[src/rtl/gb_pkg.sv]
// Shared types and helpers for the gather buffer.
package gb_pkg;

    // Drain side: idle, or streaming one channel per beat.
    typedef enum logic [0:0] {
        StIdle,
        StStream
    } drain_state_e;

    // Default width for the channel index and legacy select (0 reserved for "none").
    function automatic int unsigned sel_width(input int unsigned n_ch);
        return $clog2(n_ch + 1);
    endfunction

endpackage

[src/rtl/gb_bank.sv]
// One storage bank: N_CH x/w words plus a filled flag per channel.
module gb_bank #(
    parameter int unsigned N_CH = 3,
    parameter int unsigned DW   = 16
) (
    input  logic              clk,
    input  logic              reset_n,
    input  logic [N_CH-1:0]   wr_en,
    input  logic              clr,
    input  logic [N_CH*DW-1:0] x_in,
    input  logic [N_CH*DW-1:0] w_in,
    output logic [N_CH*DW-1:0] x_words,
    output logic [N_CH*DW-1:0] w_words,
    output logic [N_CH-1:0]   flags,
    output logic              full
);

    // Per-channel capture; a clear and a capture in the same cycle leave only the new flags set.
    always_ff @(posedge clk) begin
        if (!reset_n) begin
            x_words <= '0;
            w_words <= '0;
            flags   <= '0;
        end else begin
            for (int i = 0; i < int'(N_CH); i++) begin
                if (wr_en[i]) begin
                    x_words[i*DW +: DW] <= x_in[i*DW +: DW];
                    w_words[i*DW +: DW] <= w_in[i*DW +: DW];
                end
            end
            flags <= (clr ? '0 : flags) | wr_en;
        end
    end

    assign full = &flags;

endmodule

[src/rtl/gather_buffer.sv]
// Ping-pong gather buffer: fills one bank from per-channel done strobes while
// the other bank streams out one channel per valid/ready beat.
module gather_buffer
    import gb_pkg::*;
#(
    parameter int unsigned N_CH = 3,
    parameter int unsigned DW   = 16,
    parameter int unsigned SELW = sel_width(N_CH)
) (
    input  logic               clk,
    input  logic               reset_n,
    input  logic [N_CH*DW-1:0] x_in,
    input  logic [N_CH*DW-1:0] w_in,
    input  logic [N_CH-1:0]    done,
    output logic               out_valid,
    input  logic               out_ready,
    output logic [DW-1:0]      out_x,
    output logic [DW-1:0]      out_w,
    output logic [SELW-1:0]    out_ch,
    output logic               out_last,
    output logic               batch_ready,
    output logic               overrun,
    input  logic [SELW-1:0]    sel,
    output logic [DW-1:0]      sel_x,
    output logic [DW-1:0]      sel_w
);

    drain_state_e      state;
    logic              fill_ptr;
    logic [SELW-1:0]   idx;

    logic [N_CH*DW-1:0] bank_x [2];
    logic [N_CH*DW-1:0] bank_w [2];
    logic [N_CH-1:0]    bank_flags [2];
    logic [1:0]         bank_full;

    logic [N_CH-1:0]    fill_flags;
    logic [N_CH-1:0]    cap_flags;
    logic [N_CH-1:0]    cap_en;
    logic [N_CH-1:0]    wr_en0;
    logic [N_CH-1:0]    wr_en1;
    logic               full;
    logic               beat_last;
    logic               swap;
    logic               cap_bank;
    logic               ovr_hit;
    logic [N_CH*DW-1:0] drain_x;
    logic [N_CH*DW-1:0] drain_w;

    assign fill_flags = fill_ptr ? bank_flags[1] : bank_flags[0];
    assign full       = fill_ptr ? bank_full[1] : bank_full[0];
    assign drain_x    = fill_ptr ? bank_x[0] : bank_x[1];
    assign drain_w    = fill_ptr ? bank_w[0] : bank_w[1];

    assign beat_last = (state == StStream) && (idx == SELW'(N_CH - 1));
    assign swap      = full && ((state == StIdle) || (out_ready && beat_last));

    // In the swap cycle the capture targets the bank being cleared, so its flags count as empty.
    assign cap_bank  = fill_ptr ^ swap;
    assign cap_flags = swap ? '0 : fill_flags;
    assign cap_en    = done & ~cap_flags;
    assign ovr_hit   = |(done & cap_flags);
    assign wr_en0    = cap_bank ? '0 : cap_en;
    assign wr_en1    = cap_bank ? cap_en : '0;

    gb_bank #(
        .N_CH (N_CH),
        .DW   (DW)
    ) u_bank0 (
        .clk     (clk),
        .reset_n (reset_n),
        .wr_en   (wr_en0),
        .clr     (swap & fill_ptr),
        .x_in    (x_in),
        .w_in    (w_in),
        .x_words (bank_x[0]),
        .w_words (bank_w[0]),
        .flags   (bank_flags[0]),
        .full    (bank_full[0])
    );

    gb_bank #(
        .N_CH (N_CH),
        .DW   (DW)
    ) u_bank1 (
        .clk     (clk),
        .reset_n (reset_n),
        .wr_en   (wr_en1),
        .clr     (swap & ~fill_ptr),
        .x_in    (x_in),
        .w_in    (w_in),
        .x_words (bank_x[1]),
        .w_words (bank_w[1]),
        .flags   (bank_flags[1]),
        .full    (bank_full[1])
    );

    // Drain FSM, bank swap, batch pulse and sticky overrun.
    always_ff @(posedge clk) begin
        if (!reset_n) begin
            state       <= StIdle;
            idx         <= '0;
            fill_ptr    <= 1'b0;
            batch_ready <= 1'b0;
            overrun     <= 1'b0;
        end else begin
            batch_ready <= swap;
            overrun     <= overrun | ovr_hit;
            if (swap) begin
                fill_ptr <= ~fill_ptr;
                state    <= StStream;
                idx      <= '0;
            end else if (state == StStream && out_ready) begin
                if (beat_last) begin
                    state <= StIdle;
                    idx   <= '0;
                end else begin
                    idx <= idx + SELW'(1);
                end
            end
        end
    end

    assign out_valid = (state == StStream);
    assign out_ch    = out_valid ? idx : '0;
    assign out_last  = beat_last;

    // Beat data and legacy read port, both from the drain bank; zero when not selected.
    always_comb begin
        out_x = '0;
        out_w = '0;
        sel_x = '0;
        sel_w = '0;
        for (int i = 0; i < int'(N_CH); i++) begin
            if (out_valid && idx == SELW'(i)) begin
                out_x = drain_x[i*DW +: DW];
                out_w = drain_w[i*DW +: DW];
            end
            if (sel == SELW'(i + 1)) begin
                sel_x = drain_x[i*DW +: DW];
                sel_w = drain_w[i*DW +: DW];
            end
        end
    end

endmodule

[config.mk]
export PLATFORM = sky130hd
export DESIGN_NAME = gather_buffer
export DESIGN_NICKNAME = d
export VERILOG_FILES = /design/src/rtl/gb_pkg.sv /design/src/rtl/gb_bank.sv /design/src/rtl/gather_buffer.sv
export SDC_FILE = /design/constraint.sdc
export NUM_CORES = 1
export LEC_CHECK = 0
export ABC_AREA = 1
export CAP_MARGIN = 25
export CORE_MARGIN = 2
export CORE_UTILIZATION = 50
export CTS_BUF_LIST = sky130_fd_sc_hd__clkbuf_8
export DETAILED_ROUTE_END_ITERATION = 7
export PLACE_DENSITY = 0.85
export SLEW_MARGIN = 20
export SYNTH_ARGS = -nofsm -noshare
export SYNTH_HDL_FRONTEND = slang
export SYNTH_SLANG_ARGS = --single-unit
[constraint.sdc]
create_clock -name clk -period 4.3 [get_ports clk]
set_clock_uncertainty 0.2 [all_clocks]
set_input_delay 0.86 -clock clk [delete_from_list [all_inputs] [get_ports clk]]
set_output_delay 0.86 -clock clk [all_outputs]
set_load 0.02 [all_outputs]
# Word-level counts from Yosys, hierarchy flattened
# Cells that the tools add are included.
# Widths: inputs -> output; s select.
[totals]
reg_bits = 204
inputBits = 104
output_inout_bits = 70
[classes]
addsub = 1
n_eq_ne = 5
muxes = 26
bitwise = 12
reduce_logical = 15
[op_table]
columns = ["cell", "n"]
rows = [
  ["$mux 16", 12],
  ["$mux 48", 2],
  ["$mux 3", 6],
  ["$and 3x3->3", 2],
  ["$eq 2x2->1 const B", 3],
  ["$logic_and 1x1->1", 6],
  ["$or 3x3->3", 2],
  ["$reduce_and 3->1", 2],
  ["$eq 2x1->1 const B", 2],
  ["$mux 1", 4],
  ["$mux 2", 2],
  ["$reduce_bool 2->1", 2],
  ["$not 1->1", 3],
  ["$not 3->3", 1],
  ["$reduce_or 3->1", 1],
  ["$add 2x1->2 const B", 1],
  ["$and 1x1->1", 2],
  ["$logic_not 2->1", 1],
  ["$reduce_and 2->1", 1],
  ["$reduce_or 2->1", 1],
  ["$logic_or 1x1->1", 1],
  ["$or 1x1->1", 1],
  ["$xor 1x1->1", 1],
]

# Longest topological paths before layout
[depth]
depth_word = 10
depth_mapped = 15
depth_no_buf = 12

# Hierarchy
# A second synthesis with hierarchy kept.
[hier_totals]
cells_unflattened = 1395
area_unflattened_um2 = 9431.5
[by_module_without_submodules]
columns = ["mod", "instances", "cells_each", "area_per_inst_um2"]
rows = [
  ["gb_bank", 2, 427, 3395.8],
  ["gather_buffer", 1, 541, 2640.0],
]

# Worst setup path after synthesis
# Ideal clock, no wire load.
[synth_timing]
path_type = "input-to-output"
start = "input sel[1]"
end = "output sel_w[12]"
t_arrival_ns = 1.984
path_slack_ns = 1.256
stages = 5
n_path_buf = 1
path_cell_list = "inv_1 -> nor2_1 -> inv_1 -> clkbuf_1 -> o221ai_1"
[synth_via]
elab_chain_cells = 4
[synth_lines]
columns = ["element", "line", "source"]
rows = [
  ["start: declaration", "gather_buffer.sv:23", "input logic [SELW-1:0] sel,"],
  ["$eq 2x1->1", "gather_buffer.sv:139", "if (sel == SELW'(i + 1)) begin"],
  ["$mux 16 (2 in series)", "gather_buffer.sv:139", ""],
  ["$mux 16 (*)", "gather_buffer.sv:139", ""],
  ["end: declaration", "gather_buffer.sv:25", "output logic [DW-1:0] sel_w"],
]
# Every way passes the cells marked *; elsewhere a longest branch is shown, timed or not.

# Final worst setup path
[layout_timing]
start = "register state, in the netlist out_valid"
end = "output out_x[9]"
[layout_via]
elab_chain_cells = 4
[layout_lines]
columns = ["element", "line", "source"]
rows = [
  ["start: declaration", "gather_buffer.sv:28", "drain_state_e state;"],
  ["start signal: assignment", "gather_buffer.sv:101", "state <= StIdle;"],
  ["start signal: assignment", "gather_buffer.sv:111", "state <= StStream;"],
  ["start signal: assignment", "gather_buffer.sv:115", "state <= StIdle;"],
  ["$logic_and 1x1->1", "gather_buffer.sv:135", "if (out_valid && idx == SELW'(i)) begin"],
  ["$mux 16 (2 in series)", "gather_buffer.sv:135", ""],
  ["$mux 16 (*)", "gather_buffer.sv:135", ""],
  ["end: declaration", "gather_buffer.sv:17", "output logic [DW-1:0] out_x,"],
]
# Marked as above.

==> results.md <==
- Status: complete, but fails checks
- Failing checks: DRC
- Iteration-0 DRC Markers: 1426
- Die height: about 160 um
- Maximum clock rate: 236 MHz
- CP max FO: 14
- Fin. max-slew vios: 0
- Commonest non-fill, non-tap cell in the layout: nand2_1
- Synth Area in XOR/XNOR: 0%
- Fillers: around 2300
- Root buf cell: clkbuf_8
- Drt pass-1 iters: 8
- Sw frac: 29.7%
- Peak supply drop: around 220 uV
- Antenna cells: 0
- Largest family of logic cells by synthesized area: simple AND/OR/NAND/NOR gates
- CP Launch Type: flip-flop
- Fin nets: between 2000 and 2500
- Period Utilization, post-route: between 90% and 100%
- H-tree levels: 2
- Worst min path class: flip-flop to flip-flop
- Initial antenna violation count: 0
- Worst Path Required: 3.24 ns
- Total Routed Length: 38.2 mm
- Reg power frac: 43.2%
- Post-synthesis cell count: between 2000 and 2500
- Internal power: between 3 and 4 mW
- Clk_lat worst skew: between 0.5 and 0.6 ns
- Most frequent cells in the layout: nand2_1, inv_1, nand4_1
- Die Area: roughly 26000 um2
- Post-synthesis adder-cell area fraction: 0.203%
- Leakage: between 7 and 8 nW
- First-pass GRT wire length: between 60 and 70 mm
- CTS tree: yes
- CTS Sinks: just over 200
- Syn Area/Cell: 5.97 um2
- CTS buffer count: 37
- Core ar.: between 20000 and 25000 um2
- Placed wire-length estimate: roughly 25 mm
- Max transition margin: a little over two fifths
- Max-cap violations: 0
- Drt wl/cell: 15.2 um
- Site Rows: 57
- TNS Setup: 0 ns
- Simple-Gate Fraction of Synth Area: between 30% and 40%
- Via total after detailed routing: between 10000 and 15000
- Remaining global-route overflow: 0
- Synth cell types: 24
- Reg clk slew, reported paths: roughly 0.060 ns
- Hold buffer count at cts: 0
- Mux share of post-synthesis cell area: 0%
- CP endpoint kind: output pin
- Clk buf depth: 3
- Number of failing hold endpoints at the final stage: 0
- Unrepaired setup endpoints after global routing: false
- Residual DRC count: 18
- Vias in the first global route: around 12000
- Design Power: 4.77 mW
- P per Cell Area: roughly 320 nW/um2
- Share of layout cells above drive strength 1: around 5.3%
- Critical setup path kind: flip-flop to output pin
- Largest net degree at the start of global routing: roughly 110
- Netlist Area Pre-Place: between 10000 and 15000 um2
- Number of synthesized register bits: ~200
- Routed vias/inst: roughly 5.2
- Sw power: approximately 1.4 mW
- Clock power frac: around 40%
- Yosys warns: 0
- Port bufs: 173
- Worst EP arrival: approximately 3.2 ns
- Chip Width: approximately 160 um
- Area Growth Syn to Fin: 19.6%
- Tot GR Track Use: between 20 and 30%
- Final setup fails: 0
- Post-CTS setup buffers: 0
- Syn Nets: roughly 2200
- Compound-Gate Fraction of Synth Area: between 7 and 8%
- Register area share after synthesis: ~33%
- Crit path time final: roughly 4.2 ns
- Final GP Congestion: 0.929
- Initial Utilization: between 50% and 60%
- I/O pins: 174
- Logic pwr share: between 10% and 20%
- Number of nets still failing antenna checks after routing: 0
- Slew @ Worst Pin: between 0.8 and 0.9 ns
- Post-cts sizing count: 0
power by group through the flow:
stage	logic, mW	clock network, mW	registers (mW)
final	0.827	1.89	2.06
after CTS	0.817	1.90	2.06
after detailed placement	0.810	0	2.10
after global routing	0.926	1.99	2.07
after floorplan	0.583	0	2.08
after global placement	0.788	0	2.09
registers in the layout, indices dropped and copies added, names as in the netlist:
| name | cells |
|---|---|
| u_bank0.x_words | 48 |
| overrun | 1 |
| u_bank1.w_words | 48 |
| u_bank1.flags | 3 |
| u_bank1.x_words | 48 |
| u_bank0.flags | 3 |
| idx | 2 |
| out_valid | 1 |
| fill_ptr | 1 |
| batch_ready | 1 |
| u_bank0.w_words | 48 |
synthesized netlist by cell type (all sizes together):
| master | number | area [um2] |
|---|---|---|
| nand2 | 607 | 2310 |
| inv | 499 | 1870 |
| nand4 | 207 | 1290 |
| dfxtp | 204 | 4080 |
| nor2 | 199 | 747 |
| o21ai | 99 | 511 |
| buf | 84 | 531 |
| clkbuf | 60 | 225 |
| nand3 | 57 | 360 |
| o221ai | 33 | 289 |
| a21oi | 10 | 50.1 |
| clkinv | 3 | 11.3 |
| ha | 2 | 25.0 |
| a211oi | 1 | 7.51 |
| o21a | 1 | 7.51 |
layout make-up:
| cell class | instances | area (um2) | area share, % |
|---|---|---|---|
| clock inverter | 12 | 57.6 | 0.390 |
| inverter | 502 | 1890 | 12.8 |
| timing repair buffer | 204 | 1990 | 13.5 |
| multi-input combinational | 1216 | 5620 | 38.1 |
| tap | 324 | 405 | 2.75 |
| sequential | 204 | 4090 | 27.7 |
| clock buffer | 51 | 702 | 4.76 |
per-stage QoR:
step                      hold WS, ns  utilization (%)  cell area [um2]  worst slack, ns  cells
after floorplan                 0.243                -            12300             1.26   2066
after global placement          0.255             57.7            14000            0.312   2450
after detailed placement        0.260             57.7            14000            0.278   2450
after CTS                       0.268             60.8            14700            0.212   2513
after global routing            0.305             60.8            14700           0.0223   2513
final                           0.269             60.8            14700           0.0655   2513
final timing paths:
kind	cells after the start	end	start	slack, ns
setup / recovery	6	out_x[9]	out_valid	0.07
hold / removal	2	u_bank0.flags[0]	u_bank0.flags[0]	0.27
setup reg to reg	11	u_bank1.x_words[41]	fill_ptr	0.71
hold reg to reg	2	u_bank0.flags[0]	u_bank0.flags[0]	0.27
cell families (layout without fill, tap and decap cells):
logic type / after synthesis / after routing
compound gates: 144 / 144
buf+inv: 646 / 769
flops: 204 / 204
simple gates: 1070 / 1070
fa+ha+maj: 2 / 2
metal layers:
layer  GRT usage, %  share of wire [%]
met1           36.1                 39
met2           47.4                 46
met3           5.21                 10
met4           15.0                4.8
met5              0                  0
critical path, stage by stage, from the launching register on:
cell and delay, ns:
dfxtp_1 0.70, nand2_1 0.17, nor2_2 0.42, buf_4 0.32, nor2_1 0.08, a21oi_1 0.26, clkdlybuf4s50_1 0.66
Note: power is estimated with default switching activity, not from simulation.
